File: src/rtl/uart_rx.sv
// uart_rx - 8N1 serial receiver with valid/ready byte handoff and sticky framing/overrun flags.
module uart_rx #(
  parameter int CLKS_PER_BIT = 434,
  parameter int CNT_W        = 16
) (
  input  logic       clk,
  input  logic       rst,
  input  logic       rx,
  input  logic       rx_ready,
  input  logic       err_clr,
  output logic [7:0] rx_data,
  output logic       rx_valid,
  output logic       frame_err,
  output logic       overrun,
  output logic       busy
);

  localparam logic [CNT_W-1:0] BIT_LAST  = CNT_W'(CLKS_PER_BIT - 1);
  localparam logic [CNT_W-1:0] HALF_LAST = CNT_W'(CLKS_PER_BIT / 2 - 1);

  typedef enum logic [2:0] {
    IDLE,
    START,
    DATA,
    STOP,
    WAIT_HIGH
  } state_t;

  state_t           state_q, state_d;
  logic [1:0]       sync_q, sync_d;
  logic [CNT_W-1:0] cnt_q, cnt_d;
  logic [2:0]       idx_q, idx_d;
  logic [7:0]       shift_q, shift_d;
  logic [7:0]       data_q, data_d;
  logic             valid_q, valid_d;
  logic             ferr_q, ferr_d;
  logic             ovr_q, ovr_d;
  logic             rx_s;
  logic             deliver;

  assign rx_s   = sync_q[1];
  assign sync_d = {sync_q[0], rx};

  always_comb begin
    state_d = state_q;
    cnt_d   = cnt_q;
    idx_d   = idx_q;
    shift_d = shift_q;
    data_d  = data_q;
    valid_d = valid_q;
    ferr_d  = ferr_q;
    ovr_d   = ovr_q;
    deliver = 1'b0;

    // Clear first so a same-cycle set below takes priority.
    if (err_clr) begin
      ferr_d = 1'b0;
      ovr_d  = 1'b0;
    end

    case (state_q)
      IDLE: begin
        cnt_d = '0;
        if (!rx_s) state_d = START;
      end
      START: begin
        if (cnt_q == HALF_LAST) begin
          cnt_d   = '0;
          idx_d   = 3'd0;
          state_d = rx_s ? IDLE : DATA;
        end else begin
          cnt_d = cnt_q + 1'b1;
        end
      end
      DATA: begin
        if (cnt_q == BIT_LAST) begin
          cnt_d   = '0;
          shift_d = {rx_s, shift_q[7:1]};
          idx_d   = idx_q + 3'd1;
          if (idx_q == 3'd7) state_d = STOP;
        end else begin
          cnt_d = cnt_q + 1'b1;
        end
      end
      STOP: begin
        if (cnt_q == BIT_LAST) begin
          cnt_d = '0;
          if (rx_s) begin
            deliver = 1'b1;
            state_d = IDLE;
          end else begin
            ferr_d  = 1'b1;
            state_d = WAIT_HIGH;
          end
        end else begin
          cnt_d = cnt_q + 1'b1;
        end
      end
      WAIT_HIGH: begin
        if (rx_s) state_d = IDLE;
      end
      default: state_d = IDLE;
    endcase

    // A consumer accept on the delivery edge frees the slot for the new byte.
    if (deliver) begin
      if (!valid_q || rx_ready) begin
        data_d  = shift_q;
        valid_d = 1'b1;
      end else begin
        ovr_d = 1'b1;
      end
    end else if (valid_q && rx_ready) begin
      valid_d = 1'b0;
    end
  end

  always_ff @(posedge clk or negedge rst) begin
    if (!rst) begin
      state_q <= IDLE;
      sync_q  <= 2'b11;
      cnt_q   <= '0;
      idx_q   <= 3'd0;
      shift_q <= 8'd0;
      data_q  <= 8'd0;
      valid_q <= 1'b0;
      ferr_q  <= 1'b0;
      ovr_q   <= 1'b0;
    end else begin
      state_q <= state_d;
      sync_q  <= sync_d;
      cnt_q   <= cnt_d;
      idx_q   <= idx_d;
      shift_q <= shift_d;
      data_q  <= data_d;
      valid_q <= valid_d;
      ferr_q  <= ferr_d;
      ovr_q   <= ovr_d;
    end
  end

  assign rx_data   = data_q;
  assign rx_valid  = valid_q;
  assign frame_err = ferr_q;
  assign overrun   = ovr_q;
  assign busy      = (state_q != IDLE);

endmodule

File: config.mk
export PLATFORM = sky130hd
export DESIGN_NAME = uart_rx
export DESIGN_NICKNAME = d
export VERILOG_FILES = /design/src/rtl/uart_rx.sv
export SDC_FILE = /design/constraint.sdc
export NUM_CORES = 1
export LEC_CHECK = 0
export BUFFER_PORTS_ARGS = -buffer_cell sky130_fd_sc_hd__buf_2
export CORE_MARGIN = 2
export CORE_UTILIZATION = 35
export CTS_CLUSTER_SIZE = 30
export DETAILED_ROUTE_END_ITERATION = 10
export GPL_TIMING_DRIVEN = 0
export SKIP_CTS_REPAIR_TIMING = 1
export SLEW_MARGIN = 5
export SYNTH_ARGS = -nofsm -noshare
export SYNTH_HDL_FRONTEND = slang
export SYNTH_SLANG_ARGS = --single-unit
export TNS_END_PERCENT = 50
File: constraint.sdc
create_clock -name clk -period 5.8 [get_ports clk]
set_input_delay 0.29 -clock clk [delete_from_list [all_inputs] [get_ports clk]]
set_output_delay 0.29 -clock clk [all_outputs]
set_load 0.01 [all_outputs]
==> results of run 1 <==
[state kept, by name (all words and copies together), names as in the netlist]
register,cells
frame_err,1
rx_data,8
rx_valid,1
overrun,1
shift_q,8
state_q,3
cnt_q,16
idx_q,3
sync_q,2
[metal layers]
layer	global-route usage (%)	up-vias	share of wire, %
met5	0	-	0
met4	5.28	0	1.9
met2	18.9	17	45
met1	17.8	744	50
met3	3.36	7	3.6
li1	-	729	-
[cells by family (layout without fill, tap and decap cells)]
logic type               after synthesis  count (layout)  synth area share (%)
XOR/XNOR                               2               2                 0.788
AO/OA/AOI/OAI                         38              38                  10.7
buffers and inverters                 17              41                  4.61
adder cells (fa/ha/maj)                5               5                  2.81
flip-flops                            43              43                  48.5
AND/OR/NAND/NOR                       66              66                  21.5
multiplexers                          17              17                  11.1
[synth_stat cells, types with 3 or more instances]
master                    number
sky130_fd_sc_hd__or3_1         3
sky130_fd_sc_hd__o21ai_0       6
sky130_fd_sc_hd__nand2_1      10
sky130_fd_sc_hd__and3_2        3
sky130_fd_sc_hd__nor3_1        4
sky130_fd_sc_hd__buf_6         5
sky130_fd_sc_hd__or3_2         5
sky130_fd_sc_hd__mux2_4       15
sky130_fd_sc_hd__inv_1        10
sky130_fd_sc_hd__a21oi_1      11
sky130_fd_sc_hd__o21ai_1       6
sky130_fd_sc_hd__dfrtp_1      41
sky130_fd_sc_hd__nand4_1       6
sky130_fd_sc_hd__a22o_1        3
sky130_fd_sc_hd__nand3_1      11
sky130_fd_sc_hd__ha_1          5
[metrics by stage]
stage | utilization (%) | power [mW] | std cells | cell area (um2)
2_1_floorplan | - | 0.309 | 188 | 2220
3_3_place_gp | 38.5 | 0.316 | 281 | 2400
3_5_place_dp | 38.5 | 0.316 | 281 | 2400
4_1_cts | 40.0 | 0.516 | 289 | 2490
5_1_grt | 40.0 | 0.531 | 289 | 2490
6_report | 40.0 | 0.508 | 289 | 2490
[cell type report]
class / count / area [um2]
well taps: 77 / 96.3
repair buffers: 16 / 80.1
fillers: 590 / 3750
flip-flops and latches: 43 / 1080
multi-input cells: 128 / 1040
clock buffers: 5 / 68.8
plain buffers: 7 / 65.1
clock inverters: 3 / 25.0
inverters: 10 / 37.5
[worst max-delay path by stage]
stage	startpoint	end	slack [ps]	cells past startpoint
global route	cnt_q[1]	shift_q[3]	3590	7
detailed placement	cnt_q[1]	shift_q[1]	3750	7
floorplan	cnt_q[1]	shift_q[0]	3950	7
CTS	cnt_q[1]	shift_q[3]	3740	7
global placement	cnt_q[1]	shift_q[6]	3790	7
finish	cnt_q[1]	shift_q[3]	3760	7
[power groups by stage]
stage,registers (mW),logic (mW),clock network [mW]
after floorplan,0.307,0.00121,0
after global placement,0.308,0.00880,0
after detailed placement,0.308,0.00893,0
after CTS,0.302,0.00887,0.205
after global routing,0.302,0.00993,0.219
final,0.302,0.00826,0.198
==> impl_metrics.ini, run 1 <==
[run_status]
status = completed

[critical_path]
timing.critical_path.to_type = flip-flop
r2r_start = cnt_q[1]
crit-reg2reg-capture = shift_q[3]
ff2ff_setup_slack_ps = 3760
critical_path.cell_chain = inv_1, ha_1, and4bb_4, nand4_2, nor3b_2, buf_6, mux2_4
timing.critical_path.fanout_max = 10
cpMaxStageDelayCell = sky130_fd_sc_hd__dfrtp_1
crit_type = flip-flop to flip-flop
critPathArrivalTime_ps = 2240
reg2reg_depth = 7
worst_ep_required_time_ps = 5990
startpoint_type = flip-flop
timing.critical_path.slowest_cell_delay_ps = 410
critical_path_buf_inv_count = 2
cp_top_family = simple AND/OR/NAND/NOR gates

[grt]
grt_pass1_vias = 1391
wire_length_of_the_first_global_routing_pass_um = 7070
overall_global_routing_resource_usage_pct = 12.8
grt_start_max_net_pins = 44
globalRoute.totalOverflow = 0
antenna_violations_before_repair = 0

[sta]
clock.fmax_mhz = 489
timing_hold_violations_final = 0
maxSlewHeadroom_pct = 35.5
setup_ws_ps = 3760
grt_setup_unrepaired = no
min_tclk_post_route_ps = 2040
setup_total_negative_slack_ps = 0
worst_slew_pin_slew_ps = 967
finalClockSkew_ps = 6.68
hold-worst-slack_ps = 85.5
final_max_slew_viol_count = 0
finalSetupViolCount = 0
final_min_period_over_clock_period_pct = 35.2

[clock_tree]
cts_root_buffer = sky130_fd_sc_hd__clkbuf_8
cts.sink_count = 43
cts_tree = built
clock_insertion_delay_at_the_later_pin_of_the_skew_report_ps = 300
clk_pin_slew_ps = 90
h_tree_depth_reported_by_cts = 2
clk_path_buf_depth = 2
numCtsBuffers = 5

[floorplanning]
design.portCount = 17
die-height_um = 83.7
initial_core_util_pct = 35.6
floorplan.rows = 29
die_w_um = 83.7
die_area_um2 = 7010
design.core.area_um2 = 6240

[logic_synthesis]
netlist_area_before_placement_um2 = 2220
ys.flop_type = sky130_fd_sc_hd__dfrtp_1
share_of_the_synthesized_area_in_the_top_cell_type_pct = 46.1
edff_count_synth = 0
ys_seq_area_share_pct = 48.5
syn_area_per_cell_um2 = 11.8
syn-num-nets = 198
synth_top_cell_by_area = sky130_fd_sc_hd__dfrtp_1
yosys_register_bits = 43
synth.top_cells.by_area = sky130_fd_sc_hd__dfrtp_1, sky130_fd_sc_hd__mux2_4, sky130_fd_sc_hd__ha_1
synth_cell_types = 51
netlist_instances = 188
asyncSetResetFlopFracSynth_pct = 100
yosys_warnings = 0

[power_and_ir_drop]
cellInternalPower_mw = 0.388
swShare_pct = 23.5
power_switching_mw = 0.119
ir_drop_v = 0.000111
share_comb_of_total_power_pct = 1.6
power.leakage_nw = 1.15
pwr_density_cell_nw_per_um2 = 204
pwr-share-seq_pct = 59.4
power.clock.fraction_pct = 39.0

[route]
firstDrtPassIters = 4
detail_route.iter0.violations = 62
avgViaCountPerCell = 5.18
ant_nets = 0
totalWireLength_um = 4120
dr_total_vias = 1497
route.detailed.wl_per_inst_um = 14.3
route.detailed.drc = 0

[layout]
design.final.nets = 221
area_delta_synth_final_pct = 12.1
final_common_cell = sky130_fd_sc_hd__dfrtp_1
num_antenna_cells = 0
most_used_cells_in_the_layout_excluding_fill_and_tap_cells = sky130_fd_sc_hd__dfrtp_1, sky130_fd_sc_hd__buf_2, sky130_fd_sc_hd__mux2_4
drive_above_1_share_pct = 33.5

[placement]
port-buffer-count = 16
dp.final_hpwl_um = 2850
finalWeightedCongestion = 0.771
post-place-ws_ps = 3750

[min_path]
timing.hold.worst_path_depth = 1
worst_hold_path.endpoint = sync_q[0]
min_path_type = input port to flip-flop
min_from = rx

[job]
max_cap_violations = 0
No activity file was read; power rests on OpenSTA's default activity.
==> run 2, diff against run 1 <==
clock period = 1.7 ns   (was 5.8 ns; I/O delays follow)
==> run 2 against run 1 <==
The run now ends with negative hold slack, negative setup slack left. Design area grew 6.3%. Fmax grew 3.9%. First-iteration DRC count shrank 26%. Sequential cell count stayed put. Combinational power increased to 3.8 times the previous value. Non-clock buffer count increased by 14. Clock skew up 2.6 ps. Total power increased to 3.4 times the previous value. Count of clock-buffer cells in the layout did not move. Register-to-register slack worse by 4000 ps. Highest routed layer unchanged.
==> impl_metrics.ini, run 2 (synthesis gave the netlist of run 1 again) <==
[run_status]
status = finished, violations left
violations = negative hold slack, negative setup slack

[sta]
finalClockSkew_ps = 9.24
worst_slew_pin_slew_ps = 944
timing_hold_violations_final = 41
grt_setup_unrepaired = yes
setup_ws_ps = -268
hold-worst-slack_ps = -78.8
clock.fmax_mhz = 508
final_min_period_over_clock_period_pct = 116
finalSetupViolCount = 36
maxSlewHeadroom_pct = 37.1
final_max_slew_viol_count = 0
min_tclk_post_route_ps = 1970
setup_total_negative_slack_ps = -6300

[layout]
largest_reg_flops = 16
num_antenna_cells = 0
final_util_pct = 42.5
final_common_cell = sky130_fd_sc_hd__dfrtp_1
filler_cell_count = 599
area_delta_synth_final_pct = 19.2
post_layout_nonfiller_instances = 303
design.final.nets = 235
drive_above_1_share_pct = 41.2
most_used_cells_in_the_layout_excluding_fill_and_tap_cells = sky130_fd_sc_hd__dfrtp_1, sky130_fd_sc_hd__buf_2, sky130_fd_sc_hd__mux2_4
largest_register = cnt_q

[clock_tree]
cts.sink_count = 43
h_tree_depth_reported_by_cts = 2
clk_path_buf_depth = 2
numCtsBuffers = 5
clk_pin_slew_ps = 90
cts_tree = built
clock_insertion_delay_at_the_later_pin_of_the_skew_report_ps = 300
cts_root_buffer = sky130_fd_sc_hd__clkbuf_8

[job]
max_cap_violations = 0

[critical_path]
timing.critical_path.fanout_max = 8
crit_type = flip-flop to flip-flop
reg2reg_depth = 5
critPathArrivalTime_ps = 2150
worst_ep_required_time_ps = 1880
timing.critical_path.to_type = flip-flop
startpoint_type = flip-flop

[power_and_ir_drop]
pwr_density_cell_nw_per_um2 = 655
design_power_total_mw = 1.74
ir_drop_v = 0.000351
power.leakage_nw = 1.24

[placement]
placed_cells_incl_taps = 281
dp.final_hpwl_um = 2850
port-buffer-count = 16
post-place-ws_ps = -293
finalWeightedCongestion = 0.755

[grt]
grt_start_max_net_pins = 44
antenna_violations_before_repair = 0
wire_length_of_the_first_global_routing_pass_um = 7360
overall_global_routing_resource_usage_pct = 12.9
grt_pass1_vias = 1463
globalRoute.totalOverflow = 0

[min_path]
min_path_type = input port to asynchronous set/reset pin

[route]
detail_route.iter0.violations = 46
dr_total_vias = 1554
route.detailed.drc = 0
ant_nets = 0
firstDrtPassIters = 4
route.detailed.wl_per_inst_um = 14.0
totalWireLength_um = 4240
avgViaCountPerCell = 5.13

[floorplanning]
die_w_um = 83.7
floorplan.rows = 29
die-height_um = 83.7
design.core.area_um2 = 6240
initial_core_util_pct = 35.6
design.portCount = 17
die_area_um2 = 7010
[run 2: cell count changes in the layout (fill, tap and decap cells not counted), moves of 2 or more]
cell,before,now
sky130_fd_sc_hd__buf_4,0,12
sky130_fd_sc_hd__clkinv_4,2,0
sky130_fd_sc_hd__dlygate4sd3_1,0,2
sky130_fd_sc_hd__dfrtp_2,0,4
sky130_fd_sc_hd__a21oi_2,0,3
sky130_fd_sc_hd__dfrtp_1,41,37
sky130_fd_sc_hd__a21oi_1,11,8
[run 2: per-layer routing]
layer / up-vias / track usage, % / wire (um)
met3: 5 / 3.66 / 124
li1: 758 / - / -
met5: - / 0 / 0
met2: 24 / 19.6 / 1970
met1: 767 / 17.7 / 2090
met4: 0 / 4.69 / 63
[run 2: path summary, 6_finish.rpt]
| check | start | endpoint | slack [ps] |
|---|---|---|---|
| max in group asynchronous | rst | cnt_q[11] | 1130 |
| max | cnt_q[9] | rx_data[3] | -270 |
| min reg2reg | sync_q[0] | sync_q[1] | 360 |
| max reg2reg | cnt_q[9] | rx_data[3] | -270 |
| min in group clk | rx_ready | rx_valid | 90 |
| min | rst | rx_data[0] | -80 |
[run 2: where the power goes]
| part | internal, mW | total (mW) | switching (mW) |
|---|---|---|---|
| logic | 0.00788 | 0.0311 | 0.0233 |
| clock network | 0.294 | 0.677 | 0.383 |
| registers | 1.03 | 1.03 | 0.00325 |
[run 2: final cells by class]
class / instances / area [um2] / share of cell area (%)
timing repair buffer: 30 / 190 / 7.17
inverter: 10 / 37.5 / 1.42
clock buffer: 5 / 68.8 / 2.59
multi-input combinational: 128 / 1090 / 41.0
buffer: 7 / 65.1 / 2.45
sequential: 43 / 1080 / 40.8
tap: 77 / 96.3 / 3.63
clock inverter: 3 / 23.8 / 0.896
[run 2: per-stage QoR]
stage | cell area (um2) | hold slack [ps]
after floorplan | 2240 | -211
after global placement | 2420 | 192
after global routing | 2650 | -0.388
final | 2650 | -78.8
after detailed placement | 2420 | 192
after CTS | 2510 | -129
[run 2: worst max-delay path, stage by stage (launching register included)]
cell,delay [ps]
sky130_fd_sc_hd__dfrtp_2,440
sky130_fd_sc_hd__nor4_4,400
sky130_fd_sc_hd__and4_4,330
sky130_fd_sc_hd__nand3_4,110
sky130_fd_sc_hd__nor2_8,240
sky130_fd_sc_hd__mux2_4,330
==> run 3, diff against run 2 <==
REMOVE_ABC_BUFFERS = 1   (was unset)
==> run 3 against run 2 <==
The flow finishes with violations (negative setup slack). Sequential power about the same. Largest cell class is now flip-flops and latches. Sequential share of layout area up 0.73 points. Routed wire length fell by 3.3%. Highest routed layer unchanged. Non-clock buffer count fell by 7. Clock skew hardly changed. Count of clock-buffer cells in the layout rose by 1. Core utilization fell by 0.70 points. Sequential cell count unchanged. Largest power group unchanged. Critical path depth stayed put. Design area down 1.7%. First-iteration DRC count up 50%.
==> impl_metrics.ini, run 3 (synthesis gave the netlist of run 1 again) <==
[critical_path]
cp_top_family = simple AND/OR/NAND/NOR gates
timing.critical_path.to_type = flip-flop
timing.critical_path.fanout_max = 8
crit-reg2reg-capture = rx_data[6]
cpMaxStageDelayCell = sky130_fd_sc_hd__dfrtp_1
startpoint_type = flip-flop
ff2ff_setup_slack_ps = -220
critical_path.cell_chain = nor4_4, and4_4, nand3_4, nor2_8, mux2_4
critical_path_buf_inv_count = 0
crit_type = flip-flop to flip-flop
worst_ep_required_time_ps = 1880
critical_path.endpoint = rx_data[6]
timing.critical_path.slowest_cell_delay_ps = 420
critPathArrivalTime_ps = 2100
reg2reg_depth = 5
cp_num_cells = 5
r2r_start = cnt_q[12]
startpoint = cnt_q[12]

[route]
ant_nets = 0
avgViaCountPerCell = 5.10
dr_total_vias = 1511
firstDrtPassIters = 4
route.detailed.wl_per_inst_um = 13.9
route.detailed.drc = 0
detail_route.iter0.violations = 69
totalWireLength_um = 4100

[layout]
num_antenna_cells = 0
post_layout_nonfiller_instances = 296
drive_above_1_share_pct = 38.8
area_delta_synth_final_pct = 17.3
most_used_cells_in_the_layout_excluding_fill_and_tap_cells = sky130_fd_sc_hd__dfrtp_1, sky130_fd_sc_hd__buf_2, sky130_fd_sc_hd__mux2_4
design.final.nets = 228
largest_reg_flops = 16
final_common_cell = sky130_fd_sc_hd__dfrtp_1
filler_cell_count = 592
largest_register = cnt_q

[grt]
wire_length_of_the_first_global_routing_pass_um = 7040
met2_usage_pct = 19.9
overall_global_routing_resource_usage_pct = 12.4
gr-usage-met3_pct = 3.56
grt_pass1_vias = 1460
grt_start_max_net_pins = 44
global_route.usage.met1_pct = 16.0
antenna_violations_before_repair = 0
global_route.peak_usage_layer = met2
globalRoute.totalOverflow = 0

[power_and_ir_drop]
cellInternalPower_mw = 1.32
power.clock.fraction_pct = 37.8
ir_drop_v = 0.000366
power_switching_mw = 0.383
pwr-share-seq_pct = 60.3
pwr_density_cell_nw_per_um2 = 654
power.leakage_nw = 1.22
swShare_pct = 22.5
design_power_total_mw = 1.71
share_comb_of_total_power_pct = 1.9

[floorplanning]
design.core.area_um2 = 6240
initial_core_util_pct = 35.6
die-height_um = 83.7
floorplan.rows = 29
design.portCount = 17
die_area_um2 = 7010
die_w_um = 83.7

[sta]
timing_hold_violations_final = 0
setup_ws_ps = -221
grt_setup_unrepaired = yes
final_min_period_over_clock_period_pct = 113
min_tclk_post_route_ps = 1920
finalSetupViolCount = 34
maxSlewHeadroom_pct = 36.7
worst_slew_pin_slew_ps = 949
final_max_slew_viol_count = 0
clock.fmax_mhz = 521
finalClockSkew_ps = 9.50

[clock_tree]
numCtsBuffers = 5
clk_pin_slew_ps = 90
h_tree_depth_reported_by_cts = 2
cts_tree = built
cts_root_buffer = sky130_fd_sc_hd__clkbuf_8
cts.sink_count = 43
clk_path_buf_depth = 2
clock_insertion_delay_at_the_later_pin_of_the_skew_report_ps = 300

[placement]
port-buffer-count = 16
placed_cells_incl_taps = 274
finalWeightedCongestion = 0.777
dp.final_hpwl_um = 2670

[min_path]
min_path_type = input port to flip-flop

[run_status]
status = finished, violations left
violations = negative setup slack

[job]
max_cap_violations = 0
==> run 3: cell types whose count changed in the layout (fill, tap and decap cells not counted), sizes merged <==
cell / delta
clkbuf: +1
clkinvlp: -1
dlygate4sd3: +1
clkinv: +1
buf: -8
inv: -1
==> run 3: final cells by class <==
cell class,instances,area (um2),share of cell area (%)
Tap cell,77,96.3,3.69
Sequential cell,43,1080,41.6
Timing Repair Buffer,30,221,8.49
Inverter,10,37.5,1.44
Clock inverter,2,12.5,0.480
Multi-Input combinational cell,128,1080,41.5
Clock buffer,6,72.6,2.78
==> run 3: metal layers <==
layer,vias to the layer above,wire length (um)
met5,-,0
met4,0,51
met3,6,137
met2,22,1980
met1,741,1940
li1,742,-
==> run 3: worst reg2reg max path, stage by stage (launching register included) <==
cell                      delay (ps)
sky130_fd_sc_hd__dfrtp_1         420
sky130_fd_sc_hd__nor4_4          410
sky130_fd_sc_hd__and4_4          320
sky130_fd_sc_hd__nand3_4         110
sky130_fd_sc_hd__nor2_8          230
sky130_fd_sc_hd__mux2_4          330
==> run 3: power groups by stage <==
stage	registers, mW	logic [mW]	clock network (mW)
floorplan	1.05	0.00413	0
global placement	1.05	0.0301	0
detailed placement	1.05	0.0305	0
CTS	1.03	0.0308	0.676
global route	1.03	0.0390	0.721
finish	1.03	0.0330	0.644
==> run 3: how the worst min path moves through the flow <==
stage / from / end / slack [ps] / depth (start not counted)
floorplan: rst / cnt_q[0] / -210 / 0
global placement: rx / sync_q[0] / 200 / 1
detailed placement: rx / sync_q[0] / 200 / 1
CTS: rx / sync_q[0] / -120 / 1
global route: rx_ready / rx_valid / 110 / 3
finish: rx_ready / rx_valid / 80 / 3
==> run 3: per-stage QoR <==
step           hold slack (ps)  cell area [um2]  setup WS (ps)  TNS, ps  util [%]
2_1_floorplan             -211             2160           -508    -6390         -
3_3_place_gp               198             2340           -773   -14440      37.4
3_5_place_dp               198             2340           -798   -14280      37.4
4_1_cts                   -123             2420           -804   -14530      38.8
5_1_grt                    113             2610           -286    -7790      41.8
6_report                  81.0             2610           -221    -4980      41.8
